<file path="config.mk">
export PLATFORM = sky130hd
export DESIGN_NAME = expr_emitter
export DESIGN_NICKNAME = d
export VERILOG_FILES = /design/src/rtl/expr_emitter.sv
export SDC_FILE = /design/constraint.sdc
export NUM_CORES = 1
export LEC_CHECK = 0
export ABC_AREA = 1
export BUFFER_PORTS_ARGS = -buffer_cell sky130_fd_sc_hd__buf_2
export CAP_MARGIN = 20
export CORE_ASPECT_RATIO = 1.1
export CORE_MARGIN = 2
export CORE_UTILIZATION = 50
export DETAILED_ROUTE_END_ITERATION = 16
export PLACE_DENSITY_LB_ADDON = 0.12
export RECOVER_POWER = 50
export REMOVE_ABC_BUFFERS = 1
export SKIP_LAST_GASP = 1
export SLEW_MARGIN = 20
export SYNTH_ARGS = -nofsm -noshare
export SYNTH_HDL_FRONTEND = slang
export SYNTH_SLANG_ARGS = --single-unit
</file>
<file path="constraint.sdc">
create_clock -name clk -period 2.3 [get_ports clk]
set_input_delay 0.345 -clock clk [delete_from_list [all_inputs] [get_ports clk]]
set_output_delay 0.345 -clock clk [all_outputs]
set_load 0.05 [all_outputs]
</file>
<file path="src/rtl/expr_emitter.sv">
// ASCII expression serialiser: emits "d op d ... d" one byte per valid/ready beat.
// Optional stream self-check enabled by defining EXPR_EMIT_SELFCHECK_EN.
module expr_emitter #(
  parameter int MAX_TERMS = 8
) (
  input  logic                         clk,
  input  logic                         clr,
  input  logic                         start,
  input  logic [3:0]                   n_terms,
  input  logic [4*MAX_TERMS-1:0]       digits,
  input  logic [2*(MAX_TERMS-1)-1:0]   ops,
  output logic [7:0]                   out,
  output logic                         out_valid,
  input  logic                         out_ready,
  output logic                         out_last,
  output logic                         busy,
  output logic                         done,
  output logic                         err
);

  localparam logic [3:0] MAX_N = 4'(MAX_TERMS);

  typedef enum logic [1:0] {S_IDLE, S_DIG, S_OP, S_FIN} state_e;

  state_e                          state_q, state_d;
  logic [3:0]                      idx_q, idx_d;
  logic [3:0]                      n_q, n_d;
  logic [MAX_TERMS-1:0][3:0]       digits_q, digits_d;
  logic [MAX_TERMS-2:0][1:0]       ops_q, ops_d;
  logic                            err_q, err_d;

  logic [3:0] cur_digit;
  logic [1:0] cur_op;
  logic       is_last;
  logic       legal;
  logic       accept;
  logic       chk_err;

  assign legal   = (n_terms != 4'd0) && (n_terms <= MAX_N);
  assign is_last = (idx_q == n_q - 4'd1);
  assign accept  = out_valid && out_ready;
  assign err     = err_q;

  // Operand/operator select for the current index
  always_comb begin
    cur_digit = '0;
    cur_op    = '0;
    for (int i = 0; i < MAX_TERMS; i++)
      if (idx_q == 4'(i)) cur_digit = digits_q[i];
    for (int i = 0; i < MAX_TERMS-1; i++)
      if (idx_q == 4'(i)) cur_op = ops_q[i];
  end

  // Output decode depends only on registered state, so it holds under stall
  always_comb begin
    out       = 8'h00;
    out_valid = 1'b0;
    out_last  = 1'b0;
    busy      = 1'b0;
    done      = 1'b0;
    case (state_q)
      S_DIG: begin
        busy      = 1'b1;
        out_valid = 1'b1;
        out_last  = is_last;
        out       = (cur_digit > 4'd9) ? 8'h39 : 8'h30 + {4'h0, cur_digit};
      end
      S_OP: begin
        busy      = 1'b1;
        out_valid = 1'b1;
        case (cur_op)
          2'b00:   out = 8'h2B;
          2'b01:   out = 8'h2D;
          2'b10:   out = 8'h2A;
          default: out = 8'h2F;
        endcase
      end
      S_FIN:   done = 1'b1;
      default: ;
    endcase
  end

`ifdef EXPR_EMIT_SELFCHECK_EN
  logic       want_digit_q, want_digit_d;
  logic [4:0] cnt_q, cnt_d;
  logic       is_dig;

  // Mirror of the recogniser: digit first, then alternate, ending on a digit
  always_comb begin
    want_digit_d = want_digit_q;
    cnt_d        = cnt_q;
    chk_err      = 1'b0;
    is_dig       = (out >= 8'h30) && (out <= 8'h39);
    if (state_q == S_IDLE && start && legal) begin
      want_digit_d = 1'b1;
      cnt_d        = '0;
    end else if (accept) begin
      if (is_dig != want_digit_q) chk_err = 1'b1;
      want_digit_d = !want_digit_q;
      cnt_d        = cnt_q + 5'd1;
    end
    if (state_q == S_FIN && (cnt_q != {n_q, 1'b0} - 5'd1 || want_digit_q))
      chk_err = 1'b1;
  end

  always_ff @(posedge clk or posedge clr) begin
    if (clr) begin
      want_digit_q <= 1'b1;
      cnt_q        <= '0;
    end else begin
      want_digit_q <= want_digit_d;
      cnt_q        <= cnt_d;
    end
  end
`else
  assign chk_err = 1'b0;
`endif

  always_comb begin
    state_d  = state_q;
    idx_d    = idx_q;
    n_d      = n_q;
    digits_d = digits_q;
    ops_d    = ops_q;
    err_d    = err_q | chk_err;
    case (state_q)
      S_IDLE: begin
        if (start) begin
          if (legal) begin
            digits_d = digits;
            ops_d    = ops;
            n_d      = n_terms;
            idx_d    = '0;
            err_d    = 1'b0;
            state_d  = S_DIG;
          end else begin
            err_d = 1'b1;
          end
        end
      end
      S_DIG: begin
        if (cur_digit > 4'd9) err_d = 1'b1;
        if (accept) state_d = is_last ? S_FIN : S_OP;
      end
      S_OP: begin
        if (accept) begin
          idx_d   = idx_q + 4'd1;
          state_d = S_DIG;
        end
      end
      S_FIN:   state_d = S_IDLE;
      default: state_d = S_IDLE;
    endcase
  end

  always_ff @(posedge clk or posedge clr) begin
    if (clr) begin
      state_q  <= S_IDLE;
      idx_q    <= '0;
      n_q      <= '0;
      digits_q <= '0;
      ops_q    <= '0;
      err_q    <= 1'b0;
    end else begin
      state_q  <= state_d;
      idx_q    <= idx_d;
      n_q      <= n_d;
      digits_q <= digits_d;
      ops_q    <= ops_d;
      err_q    <= err_d;
    end
  end

endmodule

</file>
Word-level counts from Yosys, hierarchy flattened
Index checks and enable logic that the tools add are counted.
- flip-flop bits (word level): 57
- bits in latches: 0
- bits in writable memories: 0
- bits in read-only memories: 0
- input bits: 54
- output and inout port bits: 13
- logic and storage cells: 90
- memories: 0
- $add $sub $neg: 3
- multiply operators: 0
- divide/modulo/power cells: 0
- $lt $le $gt $ge: 2
- eq/ne operators: 18
- shift operators: 0
- mux-type cells: 35
- bitwise logic cells: 0
- reduce and logical (&&, ||, !) cells: 13
- operators with widths (cell ; count):
    4-bit two-way mux ; 11
    2-bit two-way mux ; 11
    4-bit by 3-bit equality test with 1-bit output, second input constant ; 4
    7-bit one-hot mux with 2 select lines ; 1
    2-bit != test, second input constant ; 5
    3-bit one-hot mux with 3 select lines ; 1
    4-bit by 2-bit equality test with 1-bit output, second input constant ; 2
    2-bit one-hot mux with 4 select lines ; 1
    4-bit one-hot mux with 2 select lines ; 1
    4-bit AND reduction ; 2
    6-bit by 4-bit adder with 7-bit output, first input constant ; 1
    1-bit two-way mux ; 7
    7-bit two-way mux ; 1
    2-bit equality test, second input constant ; 3
    3-bit AND reduction ; 2
    4-bit by 1-bit adder with 4-bit output, second input constant ; 1
    2-bit by 1-bit equality test with 1-bit output, second input constant ; 2
    4-bit by 1-bit equality test with 1-bit output, second input constant ; 1
    4-bit equality test ; 1
    4-bit greater-than comparator, second input constant ; 1
    4-bit less-or-equal comparator, second input constant ; 1
    2-bit zero test ; 2
    4-bit zero test ; 1
    2-bit nonzero test ; 2
    other kinds (5) ; 6

Depth between registers and ports, before layout
- depth after elaboration: 12
- gate-level depth with buffers: 17
- gate-level depth less buffers: 16

Worst setup path after synthesis
No wires, ideal clock.
- path kind: register to register
- from: register state_q[1]
- to: register state_q[0]
- library setup time: 0.083 ns
- arrival: 2.853 ns
- data required time: 2.217 ns
- setup slack: -0.635 ns
- cell stages (with the launch flop): 9
- buffers on the path: 0
- period minus slack after synthesis: 2.935 ns
- cells stage by stage: dfrtp_1 > inv_1 > ha_1 > inv_1 > a21oi_1 > o21ai_0 > nor4_1 > o21ai_0 > o21ai_0
- longest elaborated chain between the ends: 6
- elaborated cells between the ends (all ways): 13
- those cells by class: eq/ne (7); mux (2); reduce/logical (4)
- RTL lines (element ; line ; source):
    from (decl) ; 25 ; state_e state_q, state_d;
    from (signal assigned) ; 165 ; state_q <= state_d;
    2-bit equality test / 2-bit by 1-bit equality test with 1-bit output (equally long branches) ; 61, 126 ;
    2-bit OR reduction (no line) ; n/a ;
    1-bit two-way mux ; 61 ; case (state_q)
    1-bit logical AND ; 41 ; assign accept = out_valid && out_ready;
    2-bit != test (no line) ; n/a ;
    4-bit AND reduction (no line) ; n/a ;
Several ways; a longest one is shown, not always the timed one.
A chain may end at the register's enable or synchronous reset.

Worst setup path in the final report
- from: register idx_q[0]
- to: output out[2]
- longest elaborated chain between the ends: 12
- elaborated cells between the ends (all ways): 31
- those cells by class: add/sub (1); order compare (1); eq/ne (9); mux (18); reduce/logical (2)
- RTL lines (element ; line ; source):
    from (decl) ; 26 ; logic [3:0] idx_q, idx_d;
    from (signal assigned) ; 166 ; idx_q <= idx_d;
    4-bit zero test ; 49, 51 ;
    4-bit two-way mux (8 in series) ; 49 ; if (idx_q == 4'(i)) cur_digit = digits_q[i];
    6-bit by 4-bit adder with 7-bit output / 4-bit greater-than comparator (equally long branches) ; 66 ; out = (cur_digit > 4'd9) ? 8'h39 : 8'h30 + {4'h0, cur_digit};
    7-bit two-way mux ; 66 ;
    7-bit one-hot mux with 2 select lines * ; 61 ;
    to (decl) ; 12 ; output logic [7:0] out,
Mark *: on every way between the ends. The rest lies on a longest branch, timed or not.

==> results by group <==
Synth
  – Cell types occupying the most area after synthesis: sky130_fd_sc_hd__dfrtp_1, sky130_fd_sc_hd__mux2_2, sky130_fd_sc_hd__nand2_1, sky130_fd_sc_hd__inv_1, sky130_fd_sc_hd__nand3_1
  – Most area-hungry cell type in the Yosys netlist: sky130_fd_sc_hd__dfrtp_1
  – Compound-cell area share of the yosys netlist: 8.16%
  – Sequential cell area fraction in the yosys report: 45.6%
  – Adder and majority cell fraction of the synthesized area: 3.60%
  – Basic-gate share of the synthesized area counting and, or, nand and nor cells: 22.0%
  – Multiplexer share of the synthesized area: 9.72%
  – Xor and xnor area share after synthesis: 1.40%
  – Post-synth top area share: 45.6%
  – Total of warnings raised by yosys: 0
  – Asr flop ratio synth: 100%
  – Most used DFF post-synth: sky130_fd_sc_hd__dfrtp_1
  – Number of synthesized register bits: 57
  – Main combinational cell family by area after synthesis: simple AND/OR/NAND/NOR gates
  – Number of flops mapped to enable cells by yosys: 0
  – Summed instance area of the synthesized netlist: 3130 um2
  – Post-synthesis cell type count: 34
  – Avg Cell Area, Syn: 8.45 um2
  – Number of instances in the synthesized netlist: 370

GRT
  – Total global-route track usage: 22.7%
  – Vias in the first global route: 2,647
  – First-pass GRT wire length: 12.0 mm
  – Total overflow reported by the global router: 0
  – Initial antenna violation count: 0
  – Pin count of the biggest net entering global routing: 45

Outcome
  – Violated checks: setup timing
  – Status: finished, violations left

Route
  – Sum of routed wire length over all layers: 7.19 mm
  – Final routed DRC violation total: 0
  – Routed length per instance: 13.2 um
  – Number of nets with antenna violations after routing: 0
  – Pre-antenna DRT Iters: 4
  – DR vias: 2,727
  – Number of DRC violations after detailed-routing iteration 0: 97
  – Vias/cell: 4.99

Final layout
  – Total of fill cells in the finished design: 534
  – Share of cells above drive strength 1: 38.0%
  – Sequential cell area: 1430 um2
  – Area delta synth->final: 29.7%
  – Post-Layout Inst Area: 4060 um2
  – Number of nets in the finished design: 525
  – Multi-input logic area: 1540 um2
  – Antenna diode instance count: 0

Clock tree
  – Clock slew at reported path FFs: 0.06 ns
  – Number of buffers created by CTS: 9
  – Clock tree from TritonCTS: built
  – Number of clock sinks seen by CTS: 57
  – H-Tree Depth: 3
  – Clock root buffer master: sky130_fd_sc_hd__clkbuf_8
  – Number of hold buffers added after cts: 0
  – Max clock buf depth: 2
  – Clock insertion delay at the later pin of the skew report: 0.33 ns

Power
  – Post-layout total power: 0.00584 W
  – IR drop worst, VDD: 987 uV
  – Power per unit of standard cell area: 1440 nW/um2
  – Leakage power figure: 2.05 nW

Worst hold path
  – Worst Hold Class: in -> reg

STA
  – Unrepaired setup endpoints after global routing: yes
  – Share of the clock period used by the worst path after layout: 118%
  – Worst-case clock skew: 0.00379 ns
  – Tightest Pin Transition: 1.13 ns
  – Number of failing setup endpoints in the final timing report: 4
  – Final Max Slew Viols: 0
  – Setup TNS Final: -1.36 ns
  – Max frequency: 369 MHz
  – Period minus WS final: 2.71 ns
  – Relative slew slack: 24.4%
  – Worst setup margin: -0.407 ns
  – Final Hold Violating Endpoints: 0

Floorplan
  – Horizontal die dimension: 79.4 um
  – Floorplan row count: 30
  – Die Y-Extent: 86.9 um
  – Area of the die: 6900 um2
  – Area inside the core boundary: 6120 um2
  – Top-level port count: 67
  – Starting density of the core: 51.1%

Setup path
  – Arrival time of the worst setup path: 2.36 ns
  – Largest stage delay on the critical path: 0.46 ns
  – Critical path fanouts, max: 7
  – Worst Path Required: 1.96 ns
  – Library cell contributing the largest single delay on the critical path: sky130_fd_sc_hd__dfrtp_2
  – WP buf/inv: 2
  – Dominant delay contributor by cell family on the critical path: simple AND/OR/NAND/NOR gates
  – Kind of capture point of the worst setup path: primary output
  – Register-to-register setup slack: 0.19 ns
  – Worst Path Class, Setup: reg -> out
  – Crit path cell chain: inv_4, ha_4, nand2_4, or2_1, nand3_2, nand3_2, nand2_2, nand2_2, nand2_2, nand2_4, nor2_4, nand3_2, a21oi_2, buf_6
  – Critical path launch point type: register

Placed design
  – Instance area at placement: 3680 um2
  – Buffers added on ports: 64
  – HPWL after detailed placement: 5.38 mm
  – Routability congestion estimate from global placement: 0.898

Run
  – Reported max-cap violation count: 0
## state kept, by name, indices dropped and copies added, names as in the netlist
signal,count
digits_q,32
err,1
idx_q,4
n_q,4
ops_q,14
state_q,2
## synthesized netlist by cell type, types with 2 or more instances
cell type / instances
sky130_fd_sc_hd__nor3_1: 2
sky130_fd_sc_hd__o21ai_0: 18
sky130_fd_sc_hd__buf_2: 6
sky130_fd_sc_hd__nor2_2: 2
sky130_fd_sc_hd__nand3_1: 34
sky130_fd_sc_hd__inv_1: 51
sky130_fd_sc_hd__buf_4: 5
sky130_fd_sc_hd__clkbuf_1: 2
sky130_fd_sc_hd__a21oi_1: 30
sky130_fd_sc_hd__mux2_2: 27
sky130_fd_sc_hd__nand2_1: 64
sky130_fd_sc_hd__nand2_2: 3
sky130_fd_sc_hd__nor2_1: 35
sky130_fd_sc_hd__dfrtp_1: 57
sky130_fd_sc_hd__nand4_1: 4
sky130_fd_sc_hd__ha_1: 9
sky130_fd_sc_hd__xnor2_1: 4
## metal layers
metal,share of wire [%],vias up,track usage [%]
li1,-,1371,-
met1,45,1276,28.7
met2,49,61,37.4
met3,3.5,19,5.19
met4,2.8,0,10.0
met5,0,-,0
## cell usage in the layout (no fill, tap or decap), types with 5 or more instances in the layout
cell	instances
sky130_fd_sc_hd__buf_4	30
sky130_fd_sc_hd__nor2_1	34
sky130_fd_sc_hd__a21oi_1	26
sky130_fd_sc_hd__inv_1	46
sky130_fd_sc_hd__dfrtp_1	55
sky130_fd_sc_hd__nand2_1	59
sky130_fd_sc_hd__nand2_2	7
sky130_fd_sc_hd__nand3_2	8
sky130_fd_sc_hd__o21ai_0	16
sky130_fd_sc_hd__clkbuf_8	11
sky130_fd_sc_hd__nand3_1	27
sky130_fd_sc_hd__buf_2	58
sky130_fd_sc_hd__mux2_2	27
sky130_fd_sc_hd__buf_6	5
sky130_fd_sc_hd__inv_2	5
## worst paths after layout
path	startpoint	endpoint	depth (start not counted)
max	idx_q[0]$_DFFE_PP0P_	out[2]	14
min	ops[0]	ops_q[0]$_DFFE_PP0P_	2
max reg2reg	state_q[0]$_DFFE_PP0P_	digits_q[31]$_DFFE_PP0P_	5
min reg2reg	err$_DFFE_PP0P_	err$_DFFE_PP0P_	2
max in group asynchronous	clr	digits_q[14]$_DFFE_PP0P_	3
min in group asynchronous	clr	state_q[0]$_DFFE_PP0P_	2
## report_power, final
part           switching, W  internal (W)  total [W]
Combinational       0.00189       0.00128    0.00317
Sequential         0.000261       0.00148    0.00174
Clock              0.000382      0.000550   0.000932
Total               0.00253       0.00330    0.00584
## cell families after synthesis
kind of cell / Yosys count
simple gates: 152
xor+xnor: 5
compound gates: 50
buf+inv: 69
mux: 27
other cells: 1
fa+ha+maj: 9
flops: 57
## area by class of cell
cell class,count,area share (%)
clock buffers,12,3.83
clock inverters,3,0.987
inverters,53,5.00
multi-input cells,245,38.1
flip-flops and latches,57,35.2
well taps,80,2.47
repair buffers,96,14.4
## repair_timing
item	4_1_cts	5_1_grt
setup buffers	2	4
endpoints found under the setup margin	5	5
resized for setup	36	15
pin swaps	5	8
## worst register-to-register path, delay by kind of cell (launching register included)
family	cells	cell delay [ns]
adders and majority gates	1	0.25
buffers and inverters	2	0.75
DFF	1	0.39
muxes	1	0.44
and+or+nand+nor	1	0.17
## metrics by stage
stage	util (%)	setup slack (ns)	cells	hold WS, ns
detailed placement	60.1	-0.187	525	0.466
global placement	60.1	-0.182	525	0.461
finish	66.3	-0.407	546	0.240
global route	66.3	-0.522	546	0.225
CTS	65.7	-0.362	542	0.119
floorplan	-	-1.10	355	0.472
(Power assumes the default switching activity.)
